[src/rtl/mul4_acc.sv]
// mul4_acc: accumulate stage for the 4x4 array multiplier.
//   Sums N_TERMS unsigned PW-bit products into one ACC_W-bit result. The
//   result is held on a valid/ready output port until it is taken.
// Ports:
//   clk        rising-edge clock
//   rst        synchronous active-high reset
//   clr        synchronous clear: drop the partial sum or the pending result
//   in_valid   in_p carries a product this cycle
//   in_ready   stage accepts a product this cycle
//   in_p       unsigned product (PW bits)
//   out_valid  out_sum/out_ovf hold a completed result
//   out_ready  consumer takes the result this cycle
//   out_sum    sum of N_TERMS products, modulo 2^ACC_W
//   out_ovf    some add in this result carried out of ACC_W bits
//   busy       a block is partly summed or a result is pending
module mul4_acc #(
  parameter int PW      = 8,
  parameter int ACC_W   = 12,
  parameter int N_TERMS = 4
) (
  input  logic             clk,
  input  logic             rst,
  input  logic             clr,
  input  logic             in_valid,
  output logic             in_ready,
  input  logic [PW-1:0]    in_p,
  output logic             out_valid,
  input  logic             out_ready,
  output logic [ACC_W-1:0] out_sum,
  output logic             out_ovf,
  output logic             busy
);

  localparam int CNT_W = $clog2(N_TERMS);
  localparam logic [CNT_W-1:0] LAST_CNT = CNT_W'(N_TERMS - 1);

  typedef enum logic {
    ST_ACC  = 1'b0,
    ST_HOLD = 1'b1
  } state_t;

  state_t             state_q, state_d;
  logic [ACC_W-1:0]   acc_q, acc_d;
  logic               ovf_q, ovf_d;
  logic [CNT_W-1:0]   count_q, count_d;
  logic               accept;
  logic [ACC_W:0]     sum_ext;

  // Zero-extended add; the top bit is the carry out of the ACC_W-bit sum.
  function automatic logic [ACC_W:0] add_carry(input logic [ACC_W-1:0] a,
                                               input logic [PW-1:0]    p);
    return {1'b0, a} + {{(ACC_W + 1 - PW){1'b0}}, p};
  endfunction

  // clr blocks the input so a product offered in the clear cycle is dropped.
  assign in_ready  = (state_q == ST_ACC) && !clr;
  assign accept    = in_valid && in_ready;
  assign sum_ext   = add_carry(acc_q, in_p);

  assign out_valid = (state_q == ST_HOLD);
  assign out_sum   = acc_q;
  assign out_ovf   = ovf_q;
  assign busy      = (count_q != '0) || (state_q == ST_HOLD);

  always_comb begin
    state_d = state_q;
    acc_d   = acc_q;
    ovf_d   = ovf_q;
    count_d = count_q;
    if (clr) begin
      state_d = ST_ACC;
      acc_d   = '0;
      ovf_d   = 1'b0;
      count_d = '0;
    end else if (state_q == ST_ACC) begin
      if (accept) begin
        acc_d = sum_ext[ACC_W-1:0];
        ovf_d = ovf_q | sum_ext[ACC_W];
        if (count_q == LAST_CNT) begin
          count_d = '0;
          state_d = ST_HOLD;
        end else begin
          count_d = count_q + 1'b1;
        end
      end
    end else if (out_ready) begin
      // Result taken; the next block starts summing from zero.
      state_d = ST_ACC;
      acc_d   = '0;
      ovf_d   = 1'b0;
    end
  end

  always_ff @(posedge clk) begin
    if (rst) begin
      state_q <= ST_ACC;
      acc_q   <= '0;
      ovf_q   <= 1'b0;
      count_q <= '0;
    end else begin
      state_q <= state_d;
      acc_q   <= acc_d;
      ovf_q   <= ovf_d;
      count_q <= count_d;
    end
  end

endmodule
[config.mk]
export PLATFORM = sky130hd
export DESIGN_NAME = mul4_acc
export DESIGN_NICKNAME = d
export VERILOG_FILES = /design/src/rtl/mul4_acc.sv
export SDC_FILE = /design/constraint.sdc
export NUM_CORES = 1
export LEC_CHECK = 0
export BUFFER_PORTS_ARGS = -buffer_cell sky130_fd_sc_hd__buf_2
export CORE_ASPECT_RATIO = 1.25
export CORE_MARGIN = 5
export CORE_UTILIZATION = 50
export CTS_CLUSTER_DIAMETER = 60
export DETAILED_ROUTE_END_ITERATION = 6
export GPL_ROUTABILITY_DRIVEN = 0
export GPL_TIMING_DRIVEN = 0
export PLACE_DENSITY = 0.77
export REMOVE_ABC_BUFFERS = 1
export SLEW_MARGIN = 10
export SYNTH_ARGS = -nofsm -noshare
export SYNTH_HDL_FRONTEND = slang
export SYNTH_SLANG_ARGS = --single-unit
[constraint.sdc]
create_clock -name clk -period 2 [get_ports clk]
set_input_delay 0.4 -clock clk [delete_from_list [all_inputs] [get_ports clk]]
set_output_delay 0.4 -clock clk [all_outputs]
set_load 0.05 [all_outputs]
==> run metrics, run 1 <==
Setup Buffers After CTS 0; total power 659 uW; crit-path max FO 3; Synth area leader dfxtp_1; Fin. Hold Viols 0; leakage power roughly 0.00056 uW; gr usage total 16.2%; DRC 0; crit path time final around 1.8 ns; combinational share of power ~18%; part of the Yosys area used for sequential elements a little under a third; Initial Util 51.7%; CTS H-tree lvls 1; Switching Share a little over a quarter; critical path required time 2.18 ns; starting DRC count in detailed routing 14; DP HPWL 1.74 mm; Hold WC Path Type in2reg; final core utilization between 50% and 60%; maximum root-to-sink buffer count 2; Synth Warn # 0; post-synth top area share a little under a third; largest net degree at the start of global routing 11; Die W 50.3 um; Worst setup SP type register; total grt overflow 0; Via Count about 950; FMAX 564 MHz; clock slew at reported path FFs approximately 0.1 ns; post-route cell area 1160 um2; cts repair resizes 0; Wirelength per Cell 13.6 um; crit path DAT roughly 2.0 ns; drt first pass iters 4; RSZ-0062 raised after global routing false; crit-path cells ha_1 > fa_1 > nand3_1 > a21oi_1 > o21ai_1 > xor2_1 > nor2_1; worst hold slack 0.469 ns; clock network power share 32.4%; final wirelength 2.17 mm; Die H between 60 and 70 um; IO buf count 28; XOR/XNOR share of the synthesized area 6.91%; Seq cells post-synth 16; mux contribution to synthesized area 0%; Slew Viols, Final 0; Synth Area in Compound Gates 26.0%; Rel. slew slack 66.1%; die area 3030 um2; first-pass GRT wire length 3.92 mm; Power per Cell Area 567 nW/um2; Post-Synth Adder-Cell Area 14.3%; Final setup violation count 0; largest family of logic cells by synthesized area compound AO/OA/AOI/OAI gates; Placed Cells 155; P&R area growth vs syn 14.7%; Worst IR Drop VDD 459 uV; # IOs 29; Avg Inst Size Synth ~9.1 um2; status completed; slowest cell on the critical path fa_1; Post-layout nets 164; max-cap violations 0; synthesized area 1010 um2; Worst-Margin Slew just over 0.5 ns; post-route ant nets 0; fin crit share 88.6%; Worst-Skew Late Latency 0.29 ns; Net Sw Power ~180 uW; clock skew 0.00648 ns; clock sink count 16; Synth Area in Simple Gates 15.2%; post-synthesis cell type count 36; root buffer cell clkbuf_4; top cells by area, synth dfxtp_1 (32%), ha_1 (12%), a21oi_1 (4.9%); vias per cell 5.99; Critical Path Max Stage Delay 0.41 ns; # hold bufs at CTS 0; Post-Synthesis Cells 111; core area a little under 2000 um2; Flop pwr share 49.7%; Int Pwr around 480 uW; most frequent cells in the layout buf_2 (28), dfxtp_1 (16), nor2_1 (11), a21oi_1 (10), ha_1 (10); commonest non-fill, non-tap cell in the layout buf_2; CTS tree done; Num CTS Buffers 3; antenna violations before repair 0; n_diodes 0; WS Path Type reg2reg; final cell count without fillers 159; vias in the first global route around 990; crit path capture type register; fraction of layout cells with a size suffix above 1 between 20% and 30%; FP Rows 18; Placed Instance Area 1130 um2
## routing by layer
layer	vias up	part of all wire [%]	track usage, %
met1	453	38	17.5
li1	462	-	-
met4	0	1.8	7.49
met2	32	54	29.8
met5	-	0	0
met3	5	5.8	3.44
## worst max-delay path, delay by kind of cell, from the launching register on
family,cells,cell delay (ns)
fa+ha+maj,2,0.64
xor+xnor,1,0.18
flops,1,0.33
simple gates,2,0.17
compound gates,2,0.34
## sequential cells by signal, indices dropped and copies added (netlist names)
| name | count |
|---|---|
| out_sum | 12 |
| count_q | 2 |
| out_valid | 1 |
| out_ovf | 1 |
## worst paths after layout
kind,slack [ns],from,depth (start not counted),to
min reg2reg,0.48,out_ovf,2,out_ovf
max reg2reg,0.23,out_sum[0],7,out_sum[10]
max,0.23,out_sum[0],7,out_sum[10]
min,0.47,rst,3,count_q[0]
## power by group through the flow
stage	clock [uW]	sequential (uW)	combinational, uW
floorplan	0	349	69.4
global placement	0	335	115
detailed placement	0	335	118
CTS	216	328	119
global route	234	329	132
finish	214	328	118
## Yosys cell counts
cell type and instances:
fa_1 1, o31ai_1 2, o2111ai_1 1, buf_1 1, o21a_1 2, a32o_1 4, and2_1 1, o211ai_1 2
a211oi_1 1, buf_6 1, buf_2 1, nor2b_1 1, inv_1 2, ha_1 10, o21ai_1 1, or2_2 2
a21o_1 3, nand3_1 3, a21oi_4 1, nand2b_1 1, xor2_1 5, a211o_1 1, or3_1 1, dfxtp_1 16
or3b_1 1, nor3_1 1, a31o_2 1, nor2_1 11, bufbuf_16 1, a31oi_1 1, xnor2_1 3, a22oi_1 4
o21ai_0 3, nand2_1 9, nand4_1 2, a21oi_1 10
## area by class of cell
type / instances / area (um2)
inverter: 2 / 7.51
clock buffer: 4 / 36.3
sequential: 16 / 320
tap: 20 / 25.0
multi-input combinational: 89 / 633
fill: 180 / 797
timing repair buffer: 28 / 140
## cell families (layout without fill, tap and decap cells)
kind of cell	count (synthesis)	after routing
compound gates	37	37
xor+xnor	8	8
fa+ha+maj	11	11
buf+inv	6	34
flops	16	16
simple gates	33	33
## stage by stage
| stage | worst slack (ns) | TNS [ns] |
|---|---|---|
| after global routing | 0.0905 | 0 |
| after detailed placement | 0.0255 | 0 |
| final | 0.227 | 0 |
| after floorplan | -0.300 | -1.22 |
| after global placement | 0.0503 | 0 |
| after CTS | 0.216 | 0 |
Power figures use the tool's default switching activity.
==> run 2, diff against run 1 <==
- RECOVER_POWER: default -> 50
==> run metrics, run 2 (synthesis gave the netlist of run 1 again) <==
status completed; IO buf count 28 (unchanged); WHS Path Cells 3 (unchanged); final core utilization 58.5% (-0.83 points); final cell count without fillers 159 (unchanged); Worst-Margin Slew 0.602 ns (+0.0957 ns); total power 660 uW (+0.13%); n_diodes 0 (unchanged); Wirelength per Cell 13.6 um (-0.37%); Hold WC Path Type in2reg; Via Count 950 (-0.21%); leakage power 0.000500 uW (-10%); Slew Viols, Final 0 (unchanged); vias per cell 5.97 (-0.21%); post-route cell area 1150 um2 (-1.4%); crit-path cells ha_1 > fa_1 > nand3_1 > a21oi_1 > o21ai_1 > xor2_1 > nor2_1; CTS H-tree lvls 1 (unchanged); WHS Endpoint count_q[0]; gr usage total 16.2% (unchanged); DRC 0 (unchanged); root buffer cell clkbuf_4; post-route ant nets 0 (unchanged); most frequent cells in the layout dfxtp_1 (16), buf_2 (15), clkbuf_1 (13), nor2_1 (11); max-cap violations 0 (unchanged); WS Path Type reg2reg; clock slew at reported path FFs 0.10 ns (about the same); clock sink count 16 (unchanged); Setup Buffers After CTS 0 (unchanged); Critical Path Max Stage Delay 0.41 ns (about the same); slowest cell on the critical path fa_1; Reg2Reg Setup Slack 0.23 ns (about the same); first-pass GRT wire length 3.92 mm (unchanged); Worst setup SP type register; Placed Instance Area 1130 um2 (unchanged); Rel. slew slack 60.0% (-6.1 points); Placed Cells 155 (unchanged); Num CTS Buffers 3 (unchanged); Worst-Skew Late Latency 0.29 ns (about the same); cts repair resizes 0 (unchanged); R2R Path End out_sum[10]; Final setup violation count 0 (unchanged); fin crit share 88.4% (-0.23 points); worst r2r src out_sum[0]; fill count 186 (+3.3%); die area 3030 um2 (unchanged); crit path DAT 1.95 ns (about the same); core area 1960 um2 (unchanged); vias in the first global route 987 (unchanged); drt first pass iters 4 (unchanged); crit path time final 1.77 ns (-0.00461 ns); CTS tree done; FP Rows 18 (unchanged); Worst IR Drop VDD 467 uV (+1.6%); critical path required time 2.18 ns (about the same); fraction of layout cells with a size suffix above 1 16.5% (-9.4 points); Initial Util 51.7% (unchanged); largest net degree at the start of global routing 11 (unchanged); antenna violations before repair 0 (unchanged); Post-layout nets 164 (unchanged); crit-path max FO 3 (unchanged); RSZ-0062 raised after global routing false; clock skew 0.00971 ns (+0.00324 ns); Power per Cell Area 576 nW/um2 (+1.6%); HP Start rst; total grt overflow 0 (unchanged); R2R depth 7 (unchanged); Die H 60.3 um (unchanged); max reg flops 12 (unchanged); DP HPWL 1.74 mm (unchanged); Die W 50.3 um (unchanged); P&R area growth vs syn 13.1%; FMAX 566 MHz (+0.26%); Fin. Hold Viols 0 (unchanged); # IOs 29 (unchanged); # hold bufs at CTS 0 (unchanged); crit path capture type register; final wirelength 2.16 mm (-0.37%); commonest non-fill, non-tap cell in the layout dfxtp_1; starting DRC count in detailed routing 14 (unchanged); maximum root-to-sink buffer count 2 (unchanged)
run 2: metrics by stage:
stage	TNS [ns]	setup WS (ns)	hold slack, ns
after floorplan	-1.22	-0.300	0.453
after global placement	0	0.0503	0.466
after detailed placement	0	0.0255	0.469
after CTS	0	0.216	0.478
after global routing	0	0.0888	0.511
final	0	0.232	0.465
run 2: report_power, final:
| part | switching (uW) | leakage [uW] | internal, uW |
|---|---|---|---|
| Sequential | 4.42 | 0.000129 | 323 |
| Combinational | 74.1 | 0.000350 | 42.2 |
| Clock | 105 | 0.0000210 | 111 |
run 2: cell type report:
type | count | area (um2) | area share, %
clock buffers | 4 | 36.3 | 3.17
inverters | 2 | 7.51 | 0.655
repair buffers | 28 | 124 | 10.8
flip-flops and latches | 16 | 320 | 27.9
multi-input cells | 89 | 633 | 55.2
well taps | 20 | 25.0 | 2.18
run 2: critical path, delay by kind of cell (launching register included):
kind            cells  cell delay, ns
compound gates      2            0.33
xor+xnor            1            0.18
fa+ha+maj           2            0.64
flops               1            0.33
simple gates        2            0.17
run 2: worst max path at each step:
stage	from	end	slack, ns
after detailed placement	in_p[0]	out_sum[6]	0.03
after global placement	in_p[0]	out_sum[6]	0.05
after global routing	out_sum[0]	out_sum[6]	0.09
after CTS	out_sum[0]	out_sum[10]	0.22
after floorplan	out_valid	out_sum[9]	-0.30
final	out_sum[0]	out_sum[10]	0.23
run 2: routing by layer:
layer / part of all wire [%] / up-vias / wire length, um / global-route usage [%]
met5: 0 / - / 0 / 0
met4: 1.9 / 0 / 40 / 7.49
met3: 6.1 / 5 / 132 / 3.44
met2: 54 / 25 / 1160 / 29.8
met1: 38 / 455 / 822 / 17.5
li1: - / 465 / - / -
==> run 3, diff against run 2 <==
- BUFFER_PORTS_ARGS: -buffer_cell sky130_fd_sc_hd__buf_2 -> default
- CORE_MARGIN: 5 -> 2
- DONT_BUFFER_PORTS: default -> 1
- GPL_ROUTABILITY_DRIVEN: 0 -> default
- PLACE_DENSITY: 0.77 -> default
==> run metrics, run 3 (synthesis gave the netlist of run 1 again) <==
status completed; RSZ-0062 raised after global routing false; crit path DAT 2.08 ns (+0.13 ns); worst setup margin 0.108 ns (-0.124 ns); DRC 0 (unchanged); gp weighted congestion 0.742; leakage power 0.000428 uW (-14%); final core utilization 54.5% (-4.0 points); post-route ant nets 0 (unchanged); Num CTS Buffers 3 (unchanged); max reg flops 12 (unchanged); core area 1940 um2 (-1.1%); HP Start out_ready; Placed Instance Area 986 um2 (-12%); Switching Share 27.9% (+0.067 points); CTS H-tree lvls 1 (unchanged); gr usage total 18.2% (+2.0 points); Flop pwr share 52.8% (+3.1 points); Die H 54.3 um (-9.9%); crit-path max FO 3 (unchanged); worst hold slack 0.305 ns (-0.159 ns); total grt overflow 0 (unchanged); DP HPWL 1.53 mm (-12%); Reg2Reg Setup Slack 0.11 ns (-0.12 ns); # IOs 29 (unchanged); Setup Buffers After CTS 0 (unchanged); starting DRC count in detailed routing 9 (-5); Worst setup SP type register; crit path capture type register; setup TNS 0 ns (unchanged); Hold WC Path Type in2reg; vias per cell 6.24 (+4.4%); clock slew at reported path FFs 0.10 ns (about the same); root buffer cell clkbuf_4; WS Path Type reg2reg; die area 2410 um2 (-21%); most frequent cells in the layout nor2_1 (10), a21oi_1 (10), nand2_1 (9), ha_1 (9), dfxtp_1 (7); Net Sw Power 179 uW (-2.3%); largest net degree at the start of global routing 11 (unchanged); Power per Cell Area 610 nW/um2 (+5.9%); Worst IR Drop VDD 325 uV (-30%); final wirelength 2.02 mm (-6.7%); Die W 44.3 um (-12%); vias in the first global route 757 (-23%); P&R area growth vs syn 4.07%; fin crit share 94.6% (+6.2 points); drt first pass iters 4 (unchanged); CTS tree done; # hold bufs at CTS 0 (unchanged); FP Rows 18 (unchanged); Initial Util 52.3% (+0.60 points); IO buf count 0 (-100%); fraction of layout cells with a size suffix above 1 18.0% (+1.5 points); pre-CTS setup slack -0.507 ns (-0.532 ns); Wirelength per Cell 15.4 um (+13%); n_diodes 0 (unchanged); FMAX 529 MHz (-6.6%); Int Pwr 464 uW (-2.7%); fill count 187 (+0.54%); Fin. Hold Viols 0 (unchanged); first-pass GRT wire length 3.24 mm (-17%); critical path required time 2.19 ns (about the same); Post-layout nets 136 (-17%); combinational share of power 13.2% (-4.4 points); max-cap violations 0 (unchanged); post-route cell area 1050 um2 (-8.0%); worst r2r src out_sum[0]; clock skew 0.00120 ns (-0.00851 ns); Critical path origin out_sum[0]; maximum root-to-sink buffer count 2 (unchanged); antenna violations before repair 0 (unchanged); clock sink count 16 (unchanged); Final setup violation count 0 (unchanged); Rel. slew slack 58.6% (-1.4 points); Via Count 817 (-14%); Worst-Margin Slew 0.620 ns (+0.0177 ns); crit path time final 1.89 ns (+0.124 ns); clock network power share 33.9% (+1.2 points); Worst-Skew Late Latency 0.29 ns (about the same); Slew Viols, Final 0 (unchanged)
[run 3: changes by cell type in the layout (fill, tap and decap cells not counted), sizes merged]
cell,delta
buf,-15
clkbuf,-13
[run 3: power groups by stage]
stage          Sequential [uW]  Clock, uW  Combinational, uW
5_1_grt                    341        234               95.6
6_report                   340        218               85.1
3_5_place_dp               351          0               83.3
2_1_floorplan              349          0               69.4
4_1_cts                    344        231               85.4
3_3_place_gp               350          0               81.8
[run 3: layout make-up]
| cell class | count | area, um2 | share of cell area, % |
|---|---|---|---|
| clock buffer | 4 | 36.3 | 3.44 |
| inverter | 2 | 7.51 | 0.712 |
| multi-input combinational | 89 | 644 | 61.1 |
| sequential | 16 | 342 | 32.4 |
| tap | 20 | 25.0 | 2.37 |
[run 3: metrics by stage]
step,total power (uW),std cells
3_5_place_dp,434,127
2_1_floorplan,419,107
5_1_grt,671,131
6_report,643,131
3_3_place_gp,432,127
4_1_cts,660,131
[run 3: timing repair]
action	4_1_cts	5_1_grt
gates resized for setup	11	6
endpoints found under the setup margin	17	4
pin swaps	1	0
[run 3: path summary, 6_finish.rpt]
check               endpoint  cells after the start
setup / recovery  out_sum[6]                      7
hold / removal     out_valid                      3
setup reg to reg  out_sum[6]                      7
hold reg to reg   count_q[1]                      2
[run 3: critical path, stage by stage (launching register included)]
cell and delay, ns:
dfxtp_4 0.42, ha_1 0.24, fa_1 0.41, nand3_1 0.11
nand2_1 0.09, a31oi_1 0.22, xnor2_1 0.10, a32o_1 0.20
[run 3: per-layer routing]
layer	wire length [um]	vias to the layer above	GRT usage [%]
li1	-	413	-
met1	897	379	21.8
met2	981	21	30.9
met3	111	4	3.63
met4	25	0	9.09
met5	0	-	0
